File: config.mk
export PLATFORM = sky130hd
export DESIGN_NAME = psram_xfer_arb
export DESIGN_NICKNAME = d
export VERILOG_FILES = /design/src/rtl/psram_xfer_arb.sv
export SDC_FILE = /design/constraint.sdc
export NUM_CORES = 1
export LEC_CHECK = 0
export CAP_MARGIN = 20
export CORE_AREA = 2 2 179 181
export DETAILED_ROUTE_END_ITERATION = 10
export DIE_AREA = 0 0 181 183
export GPL_TIMING_DRIVEN = 0
export HOLD_SLACK_MARGIN = 0.05
export PLACE_DENSITY_LB_ADDON = 0.15
export SLEW_MARGIN = 10
export SYNTH_ARGS = -nofsm -noshare
export SYNTH_HDL_FRONTEND = slang
export SYNTH_SLANG_ARGS = --single-unit
File: constraint.sdc
create_clock -name clk_i -period 2.5 [get_ports clk_i]
set_input_delay 0.5 -clock clk_i [delete_from_list [all_inputs] [get_ports clk_i]]
set_output_delay 0.5 -clock clk_i [all_outputs]
set_load 0.005 [all_outputs]
File: src/rtl/psram_xfer_arb.sv
// Two-way arbiter in front of the psram_core transfer port: cfg (APB) and bus (AXI) requesters,
// round-robin on ties, with a per-transfer timeout and a programmable idle gap between transfers.
module psram_xfer_arb #(
  parameter int unsigned ADDR_WIDTH = 32,
  parameter int unsigned DATA_WIDTH = 64,
  parameter int unsigned MASK_WIDTH = 8,
  parameter int unsigned TMO_WIDTH  = 16
) (
  input  logic                  clk_i,
  input  logic                  rst_i,
  input  logic                  en_i,
  input  logic [7:0]            gap_i,
  input  logic                  cfg_req_i,
  input  logic                  cfg_rdwr_i,
  input  logic [ADDR_WIDTH-1:0] cfg_addr_i,
  input  logic [DATA_WIDTH-1:0] cfg_wdata_i,
  input  logic [MASK_WIDTH-1:0] cfg_wmask_i,
  output logic                  cfg_done_o,
  input  logic                  bus_req_i,
  input  logic                  bus_rdwr_i,
  input  logic [ADDR_WIDTH-1:0] bus_addr_i,
  input  logic [DATA_WIDTH-1:0] bus_wdata_i,
  input  logic [MASK_WIDTH-1:0] bus_wmask_i,
  output logic                  bus_done_o,
  output logic [DATA_WIDTH-1:0] rdata_o,
  output logic                  xfer_valid_o,
  output logic                  xfer_rdwr_o,
  output logic [ADDR_WIDTH-1:0] xfer_addr_o,
  output logic [DATA_WIDTH-1:0] xfer_wdata_o,
  output logic [MASK_WIDTH-1:0] xfer_wmask_o,
  input  logic                  xfer_ready_i,
  input  logic                  xfer_done_i,
  input  logic [DATA_WIDTH-1:0] xfer_rdata_i,
  output logic                  busy_o,
  output logic                  owner_o,
  output logic                  tmo_o,
  input  logic                  tmo_clr_i
);

  localparam logic [1:0] ST_IDLE  = 2'd0;
  localparam logic [1:0] ST_ISSUE = 2'd1;
  localparam logic [1:0] ST_WAIT  = 2'd2;
  localparam logic [1:0] ST_GAP   = 2'd3;

  logic [1:0]            state_q, state_d;
  logic                  owner_q, owner_d;
  logic                  rdwr_q, rdwr_d;
  logic [ADDR_WIDTH-1:0] addr_q, addr_d;
  logic [DATA_WIDTH-1:0] wdata_q, wdata_d;
  logic [MASK_WIDTH-1:0] mask_q, mask_d;
  logic [DATA_WIDTH-1:0] rdata_q, rdata_d;
  logic                  cfg_done_q, cfg_done_d;
  logic                  bus_done_q, bus_done_d;
  logic                  tmo_q, tmo_d;
  logic [TMO_WIDTH-1:0]  tmo_cnt_q, tmo_cnt_d;
  logic [7:0]            gap_cnt_q, gap_cnt_d;

  logic                  pick_bus;
  logic                  fin_ok;
  logic                  fin_tmo;
  logic [TMO_WIDTH-1:0]  tmo_inc;
  logic                  tmo_hit;

  // On a tie the requester that did not own the last transfer wins.
  assign pick_bus = bus_req_i & (~cfg_req_i | ~owner_q);
  assign tmo_inc  = tmo_cnt_q + {{(TMO_WIDTH-1){1'b0}}, 1'b1};
  assign tmo_hit  = (tmo_inc == {TMO_WIDTH{1'b1}});

  always_comb begin
    state_d    = state_q;
    owner_d    = owner_q;
    rdwr_d     = rdwr_q;
    addr_d     = addr_q;
    wdata_d    = wdata_q;
    mask_d     = mask_q;
    rdata_d    = rdata_q;
    tmo_cnt_d  = tmo_cnt_q;
    gap_cnt_d  = gap_cnt_q;
    cfg_done_d = 1'b0;
    bus_done_d = 1'b0;
    fin_ok     = 1'b0;
    fin_tmo    = 1'b0;

    case (state_q)
      ST_IDLE: begin
        if (en_i && xfer_ready_i && (cfg_req_i || bus_req_i)) begin
          owner_d   = pick_bus;
          rdwr_d    = pick_bus ? bus_rdwr_i  : cfg_rdwr_i;
          addr_d    = pick_bus ? bus_addr_i  : cfg_addr_i;
          wdata_d   = pick_bus ? bus_wdata_i : cfg_wdata_i;
          mask_d    = pick_bus ? bus_wmask_i : cfg_wmask_i;
          tmo_cnt_d = '0;
          state_d   = ST_ISSUE;
        end
      end
      ST_ISSUE, ST_WAIT: begin
        // A done seen while still issuing counts as accept and completion together.
        if (xfer_done_i) begin
          fin_ok = 1'b1;
        end else if (tmo_hit) begin
          fin_tmo = 1'b1;
        end else begin
          tmo_cnt_d = tmo_inc;
          if (state_q == ST_ISSUE && !xfer_ready_i) begin
            state_d = ST_WAIT;
          end
        end
      end
      default: begin
        // The done-pulse cycle is the first gap cycle, so gap_i idle cycles precede the next issue.
        if (gap_cnt_q <= 8'd1) begin
          state_d = ST_IDLE;
        end else begin
          gap_cnt_d = gap_cnt_q - 8'd1;
        end
      end
    endcase

    if (fin_ok || fin_tmo) begin
      cfg_done_d = ~owner_q;
      bus_done_d = owner_q;
      gap_cnt_d  = gap_i;
      state_d    = ST_GAP;
      if (fin_ok && rdwr_q) begin
        rdata_d = xfer_rdata_i;
      end
    end

    tmo_d = fin_tmo ? 1'b1 : (tmo_clr_i ? 1'b0 : tmo_q);
  end

  always_ff @(posedge clk_i) begin
    if (rst_i) begin
      state_q    <= ST_IDLE;
      owner_q    <= 1'b1;
      rdwr_q     <= 1'b0;
      addr_q     <= '0;
      wdata_q    <= '0;
      mask_q     <= '0;
      rdata_q    <= '0;
      cfg_done_q <= 1'b0;
      bus_done_q <= 1'b0;
      tmo_q      <= 1'b0;
      tmo_cnt_q  <= '0;
      gap_cnt_q  <= '0;
    end else begin
      state_q    <= state_d;
      owner_q    <= owner_d;
      rdwr_q     <= rdwr_d;
      addr_q     <= addr_d;
      wdata_q    <= wdata_d;
      mask_q     <= mask_d;
      rdata_q    <= rdata_d;
      cfg_done_q <= cfg_done_d;
      bus_done_q <= bus_done_d;
      tmo_q      <= tmo_d;
      tmo_cnt_q  <= tmo_cnt_d;
      gap_cnt_q  <= gap_cnt_d;
    end
  end

  assign xfer_valid_o = (state_q == ST_ISSUE);
  assign busy_o       = (state_q != ST_IDLE);
  assign xfer_rdwr_o  = rdwr_q;
  assign xfer_addr_o  = addr_q;
  assign xfer_wdata_o = wdata_q;
  assign xfer_wmask_o = mask_q;
  assign rdata_o      = rdata_q;
  assign cfg_done_o   = cfg_done_q;
  assign bus_done_o   = bus_done_q;
  assign owner_o      = owner_q;
  assign tmo_o        = tmo_q;

endmodule
# Word level (Yosys, flattened, before mapping)
# Index checks and enable logic that the tools add are counted.
# W data, S select, Z words.
[totals] register_bits=199 input_bits=290 output_inout_bits=175 wordCells=77
[classes] addsub=2 n_lt_le_gt_ge=1 n_eq_ne=12 mux=25 n_bitwise=5 n_reduce_logical=20
[ops] operator="$mux W64" n=1
[ops] operator="$mux W16" n=3
[ops] operator="$mux W32" n=1
[ops] operator="$mux W8" n=4
[ops] operator="$pmux W16 S2" n=1
[ops] operator="$add A16 B1 Y16 const B" n=1
[ops] operator="$eq A16 B16 Y1 const B" n=1
[ops] operator="$mux W2" n=6
[ops] operator="$ne A3 B3 Y1 const B" n=4
[ops] operator="$le A8 B1 Y1 const B" n=1
[ops] operator="$mux W1" n=8
[ops] operator="$sub A8 B1 Y8 const B" n=1
[ops] operator="$ne A2 B2 Y1 const B" n=3
[ops] operator="$reduce_and A2 Y1" n=3
[ops] operator="$reduce_bool A2 Y1" n=3
[ops] operator="$reduce_and A5 Y1" n=1
[ops] operator="$logic_and A1 B1 Y1" n=4
[ops] operator="$ne A2 B1 Y1 const B" n=2
[ops] operator="$pmux W2 S2" n=1
[ops] operator="$reduce_and A4 Y1" n=1
[ops] operator="$reduce_bool A4 Y1" n=1
[ops] operator="$reduce_or A2 Y1" n=2
[ops] operator="$not A1 Y1" n=3
[ops] operator="$reduce_or A3 Y1" n=1
[ops] operator="7 further kinds" n=8

# Logic depth before layout (Yosys ltp)
[logic_depth] word_depth=8 depth_mapped=9 depth_no_buf=8

# Worst setup path before layout
# No wires, ideal clock.
[synth_path] path_kind="register to register" from="reg tmo_cnt_q[1]" to="reg tmo_cnt_q[15]" setup_time_ns=0.121 arrival_ns=2.459 t_required_ns=2.379 slack_ns=-0.079 stages_incl_launch_ff=9 n_path_buf=1 synth_period_minus_slack_ns=2.579 cell_sequence="dfxtp_1 -> ha_1 -> nand3_1 -> nor4_1 -> mux2_2 -> or3_1 -> buf_2 -> o21ai_2 -> mux2_2"
[synth_via] elab_chain_len=4 word_cells_on_any_way=7 classes_between="add/sub: 1; eq/ne: 2; mux: 3; reduce/logical: 1"
[synth_rtl] item="start, declared" line="55" source="logic [TMO_WIDTH-1:0] tmo_cnt_q, tmo_cnt_d;"
[synth_rtl] item="start signal, assigned" line="157" source="tmo_cnt_q <= tmo_cnt_d;"
[synth_rtl] item="$add A16 B1 Y16 *" line="66" source="assign tmo_inc = tmo_cnt_q + {{(TMO_WIDTH-1){1'b0}}, 1'b1};"
[synth_rtl] item="$eq A16 B16 Y1 / $mux W16 (equally long branches)" line="67, 100"
[synth_rtl] item="$ne A2 B2 Y1 (no source line) / $mux W16 (equally long branches)"
[synth_rtl] item="$reduce_and A4 Y1 (no source line) / $pmux W16 S2 (equally long branches)"
# Mark *: on every way between the ends. The rest lies on a longest branch, timed or not. The select of a mux whose other input is x is not followed.
# A chain may end at the register's enable or synchronous reset.

# Worst setup path after layout
[layout_path] from="reg tmo_cnt_q[7]" to="reg tmo_cnt_q[14]"
# The elaborated chain is that of the path after synthesis.

==> flow_summary.json <==
{
  "required_ps": 2830,
  "finalSetupViolations": 1,
  "reg2reg_depth": 10,
  "synthesis.nets": 1307,
  "antenna_found_initial": 3,
  "synthAdderAreaFrac": 0.00997,
  "yosys.area_share.simple": 0.173,
  "grt_pass1_wl_um": 52400,
  "port_buffers": 463,
  "dr.pass1.iters": 8,
  "fp-row-count": 65,
  "rrSetupSlack_ps": -2,
  "ys_warn_count": 0,
  "gp_congestion": 0.852,
  "cts-htree-levels": 4,
  "ys_seq_area_frac": 0.453,
  "grt_max_degree": 19,
  "cts-root-buf": "clkbuf_16",
  "violations": "design-rule violations, negative setup slack",
  "diodes": 0,
  "synth_top_family_by_area": "compound AO/OA/AOI/OAI gates",
  "clk_pin_slew_ps": 80,
  "path_buf_inv": 4,
  "ys_ff_latch": 199,
  "leakagePower_nw": 5.16,
  "crit_chain": "buf_6 -> nand4_1 -> buf_4 -> buf_4 -> nor4_2 -> a21oi_1 -> o2111a_2 -> buf_4 -> a21boi_4 -> mux2_2",
  "synthMuxAreaShare": 0.137,
  "syn_inst": 1010,
  "period_share": 1.00,
  "grt_usage": 0.208,
  "max-vdd-ir-drop_v": 0.000489,
  "startpoint": "tmo_cnt_q[7]",
  "clk_latency_ps": 440,
  "core_area_um2": 31200,
  "vias": 9168,
  "slew_headroom": 0.530,
  "cp-start-kind": "flip-flop",
  "multi_input_area_um2": 4580,
  "cts.sinks": 199,
  "max_stage_delay_ps": 370,
  "synthXorXnorAreaFrac": 0.00897,
  "status": "finished, violations left",
  "die_y_um": 183,
  "endpoint_kind": "flip-flop",
  "clock.fmax_ghz": 0.400,
  "finalWirelength_um": 35700,
  "maxCapViolations": 0,
  "avgViaCountPerCell": 4.77,
  "grt_pass1_vias": 8913,
  "fillers": 3027,
  "hpwl_um": 28300,
  "synth-edff-count": 0,
  "cp_slowest_cell": "mux2_2",
  "die-area_um2": 33100,
  "setup-tns-final_ps": -1.98,
  "clockBufferDepth": 2,
  "critical_path.top_delay_family": "compound AO/OA/AOI/OAI gates",
  "seq_area_um2": 4000,
  "final_hold_viol_count": 0,
  "tritoncts": "done",
  "power_mw": 9.97,
  "crit_arrival_ps": 2830,
  "postCtsHoldBufs": 0,
  "hold_class": "reg -> reg",
  "cellPowerDensity_nw_per_um2": 670,
  "synth_ff_type": "dfxtp_1",
  "finalCriticalPeriod_ps": 2500,
  "routedWlPerCell_um": 18.6,
  "ant_nets": 0,
  "slew_violations": 0,
  "critPathKind": "reg -> reg",
  "syn_area_um2": 8790,
  "final_net_count": 1804,
  "tightest_slew_ps": 706,
  "overflow": 0,
  "ys_async_sr_fraction": 0,
  "synth_compound_area_frac": 0.174,
  "start_util": 0.281,
  "die_w_um": 181,
  "cts_made_buffers": 17,
  "drt_iter0_markers": 385,
  "critPathMostFrequentCell": "buf_4",
  "drive_above_1_share": 0.0776,
  "skew_ps": 12.0,
  "ys_types": 58,
  "reg2reg_to": "tmo_cnt_q[14]",
  "rsz0062_at_grt": "yes",
  "drc": 1,
  "r2r-start": "tmo_cnt_q[7]",
  "final.setup.worst_slack_ps": -1.98,
  "cp.depth": 10,
  "avgSynthCellArea_um2": 8.70,
  "path_max_fanout": 9,
  "crit_end": "tmo_cnt_q[14]",
  "ios": 465,
  "area_growth_pct": 69.4
}
==> metrics by stage <==
step | setup slack, ps | instance area [µm²] | util | std cells | hold slack, ps
after floorplan | 9.95 | 8790 | - | 1010 | 453
after global placement | -1120 | 13900 | 0.446 | 1875 | 442
after detailed placement | -1140 | 13900 | 0.446 | 1875 | 446
after CTS | 11.5 | 14700 | 0.470 | 1914 | 456
after global routing | -111 | 14900 | 0.477 | 1922 | 476
final | -1.98 | 14900 | 0.477 | 1922 | 453
==> synth_stat cells (all sizes together), types with 2 or more instances <==
master / count / area share
a211oi: 106 / 0.091
a21boi: 4 / 0.0038
a21oi: 69 / 0.039
a31oi: 9 / 0.0064
and3: 2 / 0.0014
and4b: 2 / 0.0023
buf: 12 / 0.0068
clkbuf: 67 / 0.029
dfxtp: 199 / 0.45
ha: 7 / 0.010
inv: 18 / 0.0077
mux2: 11 / 0.014
mux2i: 108 / 0.12
nand2: 151 / 0.065
nand2b: 6 / 0.0043
nand3: 9 / 0.0057
nand4: 5 / 0.0036
nand4b: 2 / 0.0020
nor2: 129 / 0.055
nor2b: 12 / 0.0085
nor3: 9 / 0.0051
nor4: 8 / 0.0064
o2111ai: 2 / 0.0020
o211a: 2 / 0.0023
o211ai: 2 / 0.0017
o21ai: 10 / 0.0061
o22ai: 3 / 0.0021
o311ai: 5 / 0.0050
o31ai: 4 / 0.0034
or3: 7 / 0.0051
or4: 4 / 0.0034
xnor2: 8 / 0.0080
==> cell families (layout without fill, tap and decap cells) <==
family	after synthesis	in the layout
adders and majority gates	7	7
AOI/OAI and AO/OA	227	227
and+or+nand+nor	352	352
xor gates and xnor gates	9	9
DFF	199	199
buffers and inverters	97	607
muxes	119	119
==> flip-flops by register name, indices dropped and copies added (netlist names) <==
register and count:
gap_cnt_q 8, state_q 2, cfg_done_o 1, bus_done_o 1
owner_o 1, xfer_wdata_o 64, tmo_cnt_q 16, rdata_o 64
tmo_o 1, xfer_addr_o 32, xfer_wmask_o 8, xfer_rdwr_o 1
==> power breakdown <==
group	internal, mW	switching [mW]
clock network	1.56	1.37
logic	1.70	1.56
registers	3.53	0.255
total	6.79	3.18
==> timing repair <==
action                                  CTS  global route
endpoints found under the setup margin  194           155
pin swaps                                 5             4
resized for setup                        29            55
buffers inserted                         10             8
==> metal layers <==
metal / vias to the layer above / share of wire / routed length (µm) / GRT usage
li1: 4574 / - / - / -
met1: 4234 / 0.40 / 14200 / 0.234
met2: 310 / 0.51 / 18300 / 0.383
met3: 46 / 0.064 / 2290 / 0.0572
met4: 4 / 0.025 / 895 / 0.0624
met5: - / 0.00076 / 27 / 0
==> layout by cell type (no fill, tap or decap), types with 4 or more instances in the layout <==
master and count:
ha_1 6, dfxtp_1 190, nor2b_1 12, xnor2_1 7
mux2i_1 108, clkdlybuf4s50_1 463, nor3_1 8, nand3_1 6
nand4_1 5, buf_2 4, mux2_4 4, nand2b_1 6
o21ai_0 9, clkbuf_2 14, a21oi_1 68, clkbuf_1 48
clkbuf_16 17, nor4_1 5, buf_4 20, a211oi_1 106
or3_1 5, nor2_1 126, or4_1 4, mux2_2 7
a31oi_1 9, nand2_1 151, dfxtp_2 7, inv_1 18
clkinvlp_4 4
==> tightest hold or removal path, stage by stage, from the launching register on <==
cell and delay [ps]:
dfxtp_1 310, nand2_1 50, a21oi_1 50
==> how the worst min path moves through the flow <==
stage | from | endpoint | slack, ps | depth (start not counted)
3_3_place_gp | rdata_o[22] | rdata_o[22] | 440 | 2
3_5_place_dp | rdata_o[38] | rdata_o[38] | 450 | 2
5_1_grt | rdata_o[57] | rdata_o[57] | 480 | 2
2_1_floorplan | rdata_o[0] | rdata_o[0] | 450 | 2
6_report | rdata_o[37] | rdata_o[37] | 450 | 2
4_1_cts | rdata_o[20] | rdata_o[20] | 460 | 2
==> cell type report <==
| type | count | share of cell area |
|---|---|---|
| buffer | 76 | 0.0237 |
| clock buffer | 19 | 0.0304 |
| clock inverter | 13 | 0.0107 |
| inverter | 18 | 0.00454 |
| multi-input combinational | 714 | 0.308 |
| sequential | 199 | 0.269 |
| tap | 402 | 0.0338 |
| timing repair buffer | 481 | 0.320 |
Power figures use the tool's default switching activity.
